<file path="config.mk">
export PLATFORM = sky130hd
export DESIGN_NAME = seq_fetch_decode_wb_flat
export DESIGN_NICKNAME = d
export VERILOG_FILES = /design/src/rtl/seq_fetch_decode_wb_if.sv /design/src/rtl/seq_fetch_decode_wb.sv /design/src/flat_wrapper.sv
export SDC_FILE = /design/constraint.sdc
export NUM_CORES = 2
export LEC_CHECK = 0
export ABC_AREA = 1
export CORE_AREA = 2 2 589 591
export DETAILED_ROUTE_END_ITERATION = 16
export DIE_AREA = 0 0 591 593
export PLACE_DENSITY = 0.41
export SLEW_MARGIN = 40
export SYNTH_ARGS = -nofsm -noshare
export SYNTH_HDL_FRONTEND = slang
export SYNTH_SLANG_ARGS = --single-unit
</file>
<file path="constraint.sdc">
create_clock -name clk -period 22.3 [get_ports clk]
set_input_delay 6.69 -clock clk [delete_from_list [all_inputs] [get_ports clk]]
set_output_delay 6.69 -clock clk [all_outputs]
set_load 0.005 [all_outputs]
</file>
<file path="src/rtl/seq_fetch_decode_wb_if.sv">
// Bus between the SEQ front end and its environment: instruction window in,
// decoded fields and register operands out, execute/memory results fed back.
interface seq_fetch_decode_wb_if;
  logic [63:0] PC;
  logic [0:79] instruct;
  logic        cnd;
  logic [63:0] valE;
  logic [63:0] valM;

  logic [3:0]  icode;
  logic [3:0]  ifun;
  logic [3:0]  ra;
  logic [3:0]  rb;
  logic [63:0] valC;
  logic [63:0] valP;
  logic        mem_err;
  logic        instruct_err;
  logic [63:0] valA;
  logic [63:0] valB;

  logic [63:0] regis0;
  logic [63:0] regis1;
  logic [63:0] regis2;
  logic [63:0] regis3;
  logic [63:0] regis4;
  logic [63:0] regis5;
  logic [63:0] regis6;
  logic [63:0] regis7;
  logic [63:0] regis8;
  logic [63:0] regis9;
  logic [63:0] regis10;
  logic [63:0] regis11;
  logic [63:0] regis12;
  logic [63:0] regis13;
  logic [63:0] regis14;

  // Environment side: supplies PC, instruction bytes and execute/memory results.
  modport master (
    output PC, instruct, cnd, valE, valM,
    input  icode, ifun, ra, rb, valC, valP, mem_err, instruct_err, valA, valB,
    input  regis0, regis1, regis2, regis3, regis4, regis5, regis6, regis7,
    input  regis8, regis9, regis10, regis11, regis12, regis13, regis14
  );

  modport slave (
    input  PC, instruct, cnd, valE, valM,
    output icode, ifun, ra, rb, valC, valP, mem_err, instruct_err, valA, valB,
    output regis0, regis1, regis2, regis3, regis4, regis5, regis6, regis7,
    output regis8, regis9, regis10, regis11, regis12, regis13, regis14
  );
endinterface

</file>
<file path="src/rtl/seq_fetch_decode_wb.sv">
// Y86-64 SEQ fetch/decode/write-back: combinational instruction parse and
// register read, 15-entry register file committed on the rising clock edge.
module seq_fetch_decode_wb (
  input  logic                  clk,
  input  logic                  rst,
  seq_fetch_decode_wb_if.slave  bus
);

  localparam logic [3:0] I_HALT   = 4'h0;
  localparam logic [3:0] I_NOP    = 4'h1;
  localparam logic [3:0] I_RRMOVQ = 4'h2;
  localparam logic [3:0] I_IRMOVQ = 4'h3;
  localparam logic [3:0] I_RMMOVQ = 4'h4;
  localparam logic [3:0] I_MRMOVQ = 4'h5;
  localparam logic [3:0] I_OPQ    = 4'h6;
  localparam logic [3:0] I_JXX    = 4'h7;
  localparam logic [3:0] I_CALL   = 4'h8;
  localparam logic [3:0] I_RET    = 4'h9;
  localparam logic [3:0] I_PUSHQ  = 4'hA;
  localparam logic [3:0] I_POPQ   = 4'hB;

  localparam logic [3:0] R_RSP    = 4'h4;
  localparam logic [3:0] R_NONE   = 4'hF;

  localparam logic [63:0] IMEM_LAST = 64'd1023;

  logic [7:0]  byte0;
  logic [7:0]  byte1;
  logic [3:0]  icode;
  logic        need_regids;
  logic        need_valC;
  logic [63:0] valC;

  logic [3:0]  srcA;
  logic [3:0]  srcB;
  logic [3:0]  dstE;
  logic [3:0]  dstM;
  logic        wb_en;

  logic [63:0] regs_q [15];
  logic [63:0] regs_d [15];

  // ---------------------------------------------------------------- fetch
  assign byte0 = bus.instruct[0:7];
  assign byte1 = bus.instruct[8:15];
  assign icode = byte0[7:4];

  always_comb begin
    need_regids = 1'b0;
    need_valC   = 1'b0;
    valC        = '0;
    case (icode)
      I_RRMOVQ, I_OPQ, I_PUSHQ, I_POPQ: need_regids = 1'b1;
      I_IRMOVQ, I_RMMOVQ, I_MRMOVQ: begin
        need_regids = 1'b1;
        need_valC   = 1'b1;
        valC        = bus.instruct[16:79];
      end
      // Jumps and call carry the target right after the opcode byte.
      I_JXX, I_CALL: begin
        need_valC = 1'b1;
        valC      = bus.instruct[8:71];
      end
      default: ;
    endcase
  end

  assign bus.icode        = icode;
  assign bus.ifun         = byte0[3:0];
  assign bus.ra           = need_regids ? byte1[7:4] : R_NONE;
  assign bus.rb           = need_regids ? byte1[3:0] : R_NONE;
  assign bus.valC         = valC;
  assign bus.valP         = bus.PC + 64'd1 + {63'd0, need_regids}
                          + (need_valC ? 64'd8 : 64'd0);
  assign bus.instruct_err = (icode > I_POPQ);
  assign bus.mem_err      = (bus.PC > IMEM_LAST);

  // --------------------------------------------------------------- decode
  always_comb begin
    srcA = R_NONE;
    srcB = R_NONE;
    case (icode)
      I_RRMOVQ:           srcA = bus.ra;
      I_RMMOVQ, I_OPQ: begin
        srcA = bus.ra;
        srcB = bus.rb;
      end
      I_MRMOVQ:           srcB = bus.rb;
      I_CALL:             srcB = R_RSP;
      I_RET: begin
        srcA = R_RSP;
        srcB = R_RSP;
      end
      I_PUSHQ: begin
        srcA = bus.ra;
        srcB = R_RSP;
      end
      I_POPQ: begin
        srcA = R_RSP;
        srcB = R_RSP;
      end
      default: ;
    endcase
  end

  assign bus.valA = (srcA == R_NONE) ? 64'd0 : regs_q[srcA];
  assign bus.valB = (srcB == R_NONE) ? 64'd0 : regs_q[srcB];

  // ----------------------------------------------------------- write-back
  always_comb begin
    dstE = R_NONE;
    dstM = R_NONE;
    case (icode)
      I_RRMOVQ:               dstE = bus.cnd ? bus.rb : R_NONE;
      I_IRMOVQ, I_OPQ:        dstE = bus.rb;
      I_MRMOVQ:               dstM = bus.ra;
      I_CALL, I_RET, I_PUSHQ: dstE = R_RSP;
      I_POPQ: begin
        dstE = R_RSP;
        dstM = bus.ra;
      end
      default: ;
    endcase
  end

  assign wb_en = !bus.instruct_err && !bus.mem_err;

  // The M port is applied last so it overrides E when both target one register.
  always_comb begin
    regs_d = regs_q;
    if (wb_en) begin
      if (dstE != R_NONE) regs_d[dstE] = bus.valE;
      if (dstM != R_NONE) regs_d[dstM] = bus.valM;
    end
  end

  always_ff @(posedge clk) begin
    if (rst) begin
      for (int i = 0; i < 15; i++) regs_q[i] <= '0;
    end else begin
      regs_q <= regs_d;
    end
  end

  assign bus.regis0  = regs_q[0];
  assign bus.regis1  = regs_q[1];
  assign bus.regis2  = regs_q[2];
  assign bus.regis3  = regs_q[3];
  assign bus.regis4  = regs_q[4];
  assign bus.regis5  = regs_q[5];
  assign bus.regis6  = regs_q[6];
  assign bus.regis7  = regs_q[7];
  assign bus.regis8  = regs_q[8];
  assign bus.regis9  = regs_q[9];
  assign bus.regis10 = regs_q[10];
  assign bus.regis11 = regs_q[11];
  assign bus.regis12 = regs_q[12];
  assign bus.regis13 = regs_q[13];
  assign bus.regis14 = regs_q[14];

endmodule

</file>
<file path="src/flat_wrapper.sv">
// flat-port wrapper written by rule: the top's interface ports become plain ports
module seq_fetch_decode_wb_flat 
  (clk, rst, bus_PC, bus_instruct, bus_cnd, bus_valE, bus_valM, bus_icode, bus_ifun, bus_ra, bus_rb, bus_valC, bus_valP, bus_mem_err, bus_instruct_err, bus_valA, bus_valB, bus_regis0, bus_regis1, bus_regis2, bus_regis3, bus_regis4, bus_regis5, bus_regis6, bus_regis7, bus_regis8, bus_regis9, bus_regis10, bus_regis11, bus_regis12, bus_regis13, bus_regis14);
  seq_fetch_decode_wb_if bus_i ();
  input  logic clk;
  input  logic rst;
  input wire logic [$bits(bus_i.PC)-1:0] bus_PC;
  input wire logic [$bits(bus_i.instruct)-1:0] bus_instruct;
  input wire logic [$bits(bus_i.cnd)-1:0] bus_cnd;
  input wire logic [$bits(bus_i.valE)-1:0] bus_valE;
  input wire logic [$bits(bus_i.valM)-1:0] bus_valM;
  output wire logic [$bits(bus_i.icode)-1:0] bus_icode;
  output wire logic [$bits(bus_i.ifun)-1:0] bus_ifun;
  output wire logic [$bits(bus_i.ra)-1:0] bus_ra;
  output wire logic [$bits(bus_i.rb)-1:0] bus_rb;
  output wire logic [$bits(bus_i.valC)-1:0] bus_valC;
  output wire logic [$bits(bus_i.valP)-1:0] bus_valP;
  output wire logic [$bits(bus_i.mem_err)-1:0] bus_mem_err;
  output wire logic [$bits(bus_i.instruct_err)-1:0] bus_instruct_err;
  output wire logic [$bits(bus_i.valA)-1:0] bus_valA;
  output wire logic [$bits(bus_i.valB)-1:0] bus_valB;
  output wire logic [$bits(bus_i.regis0)-1:0] bus_regis0;
  output wire logic [$bits(bus_i.regis1)-1:0] bus_regis1;
  output wire logic [$bits(bus_i.regis2)-1:0] bus_regis2;
  output wire logic [$bits(bus_i.regis3)-1:0] bus_regis3;
  output wire logic [$bits(bus_i.regis4)-1:0] bus_regis4;
  output wire logic [$bits(bus_i.regis5)-1:0] bus_regis5;
  output wire logic [$bits(bus_i.regis6)-1:0] bus_regis6;
  output wire logic [$bits(bus_i.regis7)-1:0] bus_regis7;
  output wire logic [$bits(bus_i.regis8)-1:0] bus_regis8;
  output wire logic [$bits(bus_i.regis9)-1:0] bus_regis9;
  output wire logic [$bits(bus_i.regis10)-1:0] bus_regis10;
  output wire logic [$bits(bus_i.regis11)-1:0] bus_regis11;
  output wire logic [$bits(bus_i.regis12)-1:0] bus_regis12;
  output wire logic [$bits(bus_i.regis13)-1:0] bus_regis13;
  output wire logic [$bits(bus_i.regis14)-1:0] bus_regis14;
  assign bus_i.PC = bus_PC;
  assign bus_i.instruct = bus_instruct;
  assign bus_i.cnd = bus_cnd;
  assign bus_i.valE = bus_valE;
  assign bus_i.valM = bus_valM;
  assign bus_icode = bus_i.icode;
  assign bus_ifun = bus_i.ifun;
  assign bus_ra = bus_i.ra;
  assign bus_rb = bus_i.rb;
  assign bus_valC = bus_i.valC;
  assign bus_valP = bus_i.valP;
  assign bus_mem_err = bus_i.mem_err;
  assign bus_instruct_err = bus_i.instruct_err;
  assign bus_valA = bus_i.valA;
  assign bus_valB = bus_i.valB;
  assign bus_regis0 = bus_i.regis0;
  assign bus_regis1 = bus_i.regis1;
  assign bus_regis2 = bus_i.regis2;
  assign bus_regis3 = bus_i.regis3;
  assign bus_regis4 = bus_i.regis4;
  assign bus_regis5 = bus_i.regis5;
  assign bus_regis6 = bus_i.regis6;
  assign bus_regis7 = bus_i.regis7;
  assign bus_regis8 = bus_i.regis8;
  assign bus_regis9 = bus_i.regis9;
  assign bus_regis10 = bus_i.regis10;
  assign bus_regis11 = bus_i.regis11;
  assign bus_regis12 = bus_i.regis12;
  assign bus_regis13 = bus_i.regis13;
  assign bus_regis14 = bus_i.regis14;
  seq_fetch_decode_wb u_core (.clk(clk), .rst(rst), .bus(bus_i));
endmodule
</file>
# [Word-level counts from Yosys, hierarchy flattened]
# Cells that the tools add are included.
[classes] add_sub_neg=3 n_lt_le_gt_ge=8 eq_ne=14 n_mux=28 bitwise=4 reduce_logical=15
[op_table] operator="960-bit two-way mux" n=3
[op_table] operator="960-bit bitwise mux" n=2
[op_table] operator="64-bit binary-select mux with 4-bit select" n=2
[op_table] operator="64-bit demux with 4-bit select" n=2
[op_table] operator="64-bit two-way mux" n=8
[op_table] operator="64-bit one-hot mux with 2 select lines" n=1
[op_table] operator="64-bit by 1-bit adder with 64-bit output" n=1
[op_table] operator="64-bit by 1-bit adder with 64-bit output, second input constant" n=1
[op_table] operator="64-bit adder" n=1
[op_table] operator="64-bit by 10-bit greater-than comparator with 1-bit output, second input constant" n=1
[op_table] operator="4-bit equality test, second input constant" n=6
[op_table] operator="5-bit >= comparator, second input constant" n=4
[op_table] operator="4-bit two-way mux" n=5
[op_table] operator="4-bit NOT with 5-bit output" n=4
[op_table] operator="4-bit by 3-bit equality test with 1-bit output, second input constant" n=4
[op_table] operator="4-bit one-hot mux with 2 select lines" n=2
[op_table] operator="4-bit one-hot mux with 3 select lines" n=1
[op_table] operator="5-bit by 1-bit < comparator with 1-bit output, second input constant" n=2
[op_table] operator="4-bit by 2-bit equality test with 1-bit output, second input constant" n=2
[op_table] operator="4-bit inequality test, second input constant" n=2
[op_table] operator="2-bit OR reduction" n=4
[op_table] operator="4-bit OR reduction" n=2
[op_table] operator="7-bit OR reduction" n=1
[op_table] operator="3-bit OR reduction" n=2
[op_table] operator="other kinds (5)" n=9
[totals] regBits=960 wordCells=87

# [Logic depth before layout (Yosys ltp)]
[logic_depth] ltp_word=16 ltp_mapped=19

# [Worst setup path after synthesis]
# No wires, ideal clock.
[synth_timing] path_type="in2out" startpoint="in bus_instruct[76]" endpoint="out bus_valP[35]" arrival_ps=9632 t_required_ps=15610 path_slack_ps=5978 path_stages=18 cell_sequence="nand2_1 > inv_1 > nand2_1 > o21ai_1 > inv_1 > clkbuf_1 > clkbuf_1 > nand2_1 > ha_1 > nand2_1 > inv_1 > a21oi_1 > nor3_1 > nand2_1 > nor3_1 > nand2_1 > nor2_1 > xor2_1"
[synth_between] elab_chain_cells=5 elab_cells_between_ends=16
[synth_lines] item="start, declared" line_no="flat_wrapper.sv:8" rtl="input wire logic [$bits(bus_i.instruct)-1:0] bus_instruct;"
[synth_lines] item="4-bit by 3-bit equality test with 1-bit output, or another cell as far along" line_no="seq_fetch_decode_wb.sv:52" rtl="case (icode)"
[synth_lines] item="7-bit OR reduction (no source line) / 5-bit OR reduction (equally long branches)"
[synth_lines] item="1-bit two-way mux" line_no="seq_fetch_decode_wb.sv:52"
[synth_lines] item="64-bit by 1-bit adder with 64-bit output / 4-bit two-way mux (equally long branches)" line_no="seq_fetch_decode_wb.sv:73, seq_fetch_decode_wb.sv:74"
[synth_lines] item="64-bit adder (*)" line_no="seq_fetch_decode_wb.sv:74" rtl="+ (need_valC ? 64'd8 : 64'd0);"
[synth_lines] item="end, declared" line_no="flat_wrapper.sv:17" rtl="output wire logic [$bits(bus_i.valP)-1:0] bus_valP;"
# Every way passes the cells marked *; elsewhere a longest branch is shown, timed or not.

# [Worst setup path in the final report]
[layout_timing] startpoint="in bus_instruct[79]" endpoint="out bus_valA[36]"
[layout_between] elab_chain_cells=10 elab_cells_between_ends=20
[layout_lines] item="4-bit by 3-bit equality test with 1-bit output, or another cell as far along" line_no="seq_fetch_decode_wb.sv:52, seq_fetch_decode_wb.sv:82"
[layout_lines] item="7-bit OR reduction (no source line)"
[layout_lines] item="1-bit two-way mux" line_no="seq_fetch_decode_wb.sv:52"
[layout_lines] item="4-bit two-way mux" line_no="seq_fetch_decode_wb.sv:70" rtl="assign bus.ra = need_regids ? byte1[7:4] : R_NONE;"
[layout_lines] item="4-bit one-hot mux with 2 select lines (*)" line_no="seq_fetch_decode_wb.sv:82" rtl="case (icode)"
[layout_lines] item="4-bit NOT with 5-bit output (not written as such)" line_no="seq_fetch_decode_wb.sv:106" rtl="assign bus.valA = (srcA == R_NONE) ? 64'd0 : regs_q[srcA];"
[layout_lines] item="64-bit binary-select mux with 4-bit select" line_no="seq_fetch_decode_wb.sv:106"
[layout_lines] item="64-bit two-way mux (not written as such) (2 in series)" line_no="seq_fetch_decode_wb.sv:106"
[layout_lines] item="64-bit two-way mux (*)" line_no="seq_fetch_decode_wb.sv:106"
[layout_lines] item="end, declared" line_no="flat_wrapper.sv:20" rtl="output wire logic [$bits(bus_i.valA)-1:0] bus_valA;"
# Every way passes the cells marked *; elsewhere a longest branch is shown, timed or not. The select of a mux whose other input is x is not followed.

==> impl_metrics.csv <==
group,metric,value,unit
outcome,status,"finished, final reports clean",
yosys,synth.area.top_cells,"dfxtp_1, nand2_1, o21ai_0",
yosys,yosys.cell_types.count,36,
timing,period_share,84.0,%
detailed_routing,viasPerCell,5.27,
placement,dp_slack,3.62,ns
floorplanning,chipWidth,591,um
global_route,antenna_found_initial,92,
pwr,ir_drop,0.0755,mV
worst_setup_path,worst-path-max-fanout,82,
yosys,synth_edf_count,0,
pwr,power_density,52.9,nW/um^2
timing,tightest_slew,0.975,ns
clock_tree,cts_tree,"yes",
floorplanning,die_area,350000,sq um
global_route,first_global_vias,80515,
floorplanning,row_count,216,
worst_setup_path,cp_slowest_stage_delay,0.73,ns
yosys,post-synth-top-count-cell,"nand2_1",
detailed_routing,routed_wl,640000,um
yosys,synth_async_sr_flop_share,0,%
worst_setup_path,crit_path_start_kind,"primary input",
cells_and_area,layout-drive-gt1-share,3.88,%
detailed_routing,drtIter0Drc,11435,
run,max-cap-violations,0,
pwr,total_power,4720,uW
timing,fin_tns_setup,0,ns
yosys,synth_area_leader_cell,"dfxtp_1",
cells_and_area,fin_util,25.9,%
detailed_routing,vias,90308,
clock_tree,cts.sinks,960,
yosys,synth_top_area_share,29.0,%
yosys,yosysWarnings,0,
pwr,power.switching,1590,uW
detailed_routing,drt-pass1-iter-count,6,
worst_setup_path,crit_top_cell,"nand2_1",
placement,gp_congestion,0.974,
yosys,ys.flop_type,"dfxtp_1",
pwr,power.share.sequential,36.3,%
timing,setup_violations,0,
pwr,clkPwrFrac,44.9,%
floorplanning,core_area,345000,sq um
cells_and_area,finalNetCount,12688,
timing,timing.final.ws_setup,3.57,ns
placement,numPortBuffers,1500,
cells_and_area,synthToLayoutAreaGrowth,34.9,%
worst_setup_path,arrival,12.04,ns
timing,fin_crit,18.73,ns
clock_tree,cts-root-buf,"clkbuf_16",
global_route,grt_overflow,0,
timing,clock_skew,0,ns
pwr,p_comb_share,18.8,%
floorplanning,fp.dieH,593,um
yosys,ys_seq_area_share,29.0,%
pwr,swShare,33.8,%
timing,fmax,53.4,MHz
yosys,synth_fp_nets,11899,
clock_tree,h-tree-depth,3,
detailed_routing,wl_per_cell,37.3,um
clock_tree,insertion_delay,0.80,ns
clock_tree,post_cts_buffers,0,
cells_and_area,nFillCells,39382,
clock_tree,cts_resized,0,
yosys,synthCells,11621,
hold_path,hp-class,"reg2reg",
floorplanning,initial_core_util,19.2,%
clock_tree,cts_buffers,121,
worst_setup_path,end_kind,"output pin",
yosys,avgSynthCellArea,5.70,sq um
yosys,synth_common_cells,"nand2_1, nor2_1, o21ai_0",
detailed_routing,postRouteAntennaNets,0,
clock_tree,clk_pin_slew,0.06,ns
global_route,track_usage,34.8,%
clock_tree,cts_hold_buf,0,
timing,finalHoldViolCount,0,
timing,maxSlewViolCount,0,
clock_tree,cts.path.max_buffers,3,
worst_setup_path,cpMaxStageDelayCell,"inv_4",
timing,rsz0062_at_grt,"false",
worst_setup_path,crit_type,"in2out",
worst_setup_path,required,15.61,ns
pwr,p_int,3130,uW
pwr,leakagePower,0.0323,uW
timing,slew_headroom,34.3,%
yosys,synthesis.area,66200,sq um
worst_setup_path,path_cells,"clkdlybuf4s50_1, inv_1, nand2_1, nand2_1, nand2_1, inv_1, nand3_4, nand2_8, inv_4, buf_4, nand2_1, nand3_1, nand2_1, nand2_1, nand3_1, nand2_1, clkdlybuf4s50_1",
placement,dp.final_hpwl,476000,um
global_route,grt_pass1_wl,821000,um
detailed_routing,route.detailed.drc,0,
global_route,grt_max_degree,186,
yosys,synth_seq_cells,960,
floorplanning,pin_count,1509,
[routing by layer]
metal	routed length (um)	GRT usage, %
met4	60000	26.8
met1	219000	37.3
met5	230	0
met3	62000	9.11
met2	298000	58.7
[cell usage in the layout (no fill, tap or decap), types with 6 or more instances in the layout]
cell                n
a31oi_1            35
clkbuf_8           27
nand2_4            24
clkinv_1            6
o21ai_0          1745
inv_1             728
o22ai_1            58
clkbuf_16         122
clkbuf_1           31
xor2_1             51
nor3_1             31
clkdlybuf4s50_1  1497
nor2_1           1744
nand2_2            10
o21ai_1            45
buf_4             136
buf_6              29
bufinv_16           7
nor4_1             16
clkinv_2           36
o21bai_1           63
nand4_1           177
xnor2_1            10
a21oi_1           825
dfxtp_1           960
a32oi_1            18
nand2_1          2953
o211ai_1          263
diode_2            45
buf_12             18
nor2_4             13
inv_2              20
nand3_1           755
buf_16              7
[layout make-up]
type	instances	area [sq um]	area share, %
multi-input cells	8862	40400	45.2
repair buffers	1692	16900	18.9
well taps	4578	5730	6.41
clock buffers	179	3530	3.95
clock inverters	39	469	0.525
flip-flops and latches	960	19200	21.5
inverters	773	2960	3.31
diodes	45	113	0.126
[stage by stage]
| stage | hold slack, ns | std cells | instance area (sq um) |
|---|---|---|---|
| finish | 0.506 | 17128 | 89300 |
| global route | 0.523 | 17093 | 89200 |
| CTS | 0.508 | 17075 | 89000 |
| detailed placement | 0.499 | 16857 | 85000 |
| global placement | 0.493 | 16852 | 84800 |
| floorplan | 0.470 | 11621 | 66200 |
[cell families (layout without fill, tap and decap cells)]
family,after synthesis,in the layout,share of synthesized area (%)
other cells,0,45,0
flops,960,960,29.0
compound gates,3060,3060,24.7
buf+inv,1799,2683,10.7
simple gates,5738,5738,34.8
fa+ha+maj,3,3,0.0567
xor+xnor,61,61,0.807
[final timing paths]
check	slack, ns	end	start	depth (start not counted)
worst max register to register	21.14	u_core.bus.regis4[59]$_SDFFE_PP0P_	u_core.bus.regis4[59]$_SDFFE_PP0P_	4
worst min register to register	0.51	u_core.bus.regis12[8]$_SDFFE_PP0P_	u_core.bus.regis12[8]$_SDFFE_PP0P_	2
worst max-delay path	3.57	bus_valA[36]	bus_instruct[79]	17
worst min-delay path	0.51	u_core.bus.regis12[8]$_SDFFE_PP0P_	u_core.bus.regis12[8]$_SDFFE_PP0P_	2
[worst max-delay path: cells and delay by family]
kind / cells / cell delay [ns]
buffers and inverters: 6 / 2.80
AND/OR/NAND/NOR: 11 / 2.37
[power by group through the flow]
stage / Sequential [uW] / Combinational [uW] / Clock (uW)
floorplan: 1750 / 377 / 0
global placement: 1750 / 855 / 0
detailed placement: 1750 / 855 / 0
CTS: 1710 / 857 / 2120
global route: 1710 / 913 / 2180
finish: 1710 / 890 / 2120
[state kept, by name, summed over array words and instances (netlist names)]
name and count:
u_core.bus.regis0 64, u_core.bus.regis1 64, u_core.bus.regis10 64, u_core.bus.regis11 64
u_core.bus.regis12 64, u_core.bus.regis13 64, u_core.bus.regis14 64, u_core.bus.regis2 64
u_core.bus.regis3 64, u_core.bus.regis4 64, u_core.bus.regis5 64, u_core.bus.regis6 64
u_core.bus.regis7 64, u_core.bus.regis8 64, u_core.bus.regis9 64
Note: power is estimated with default switching activity, not from simulation.
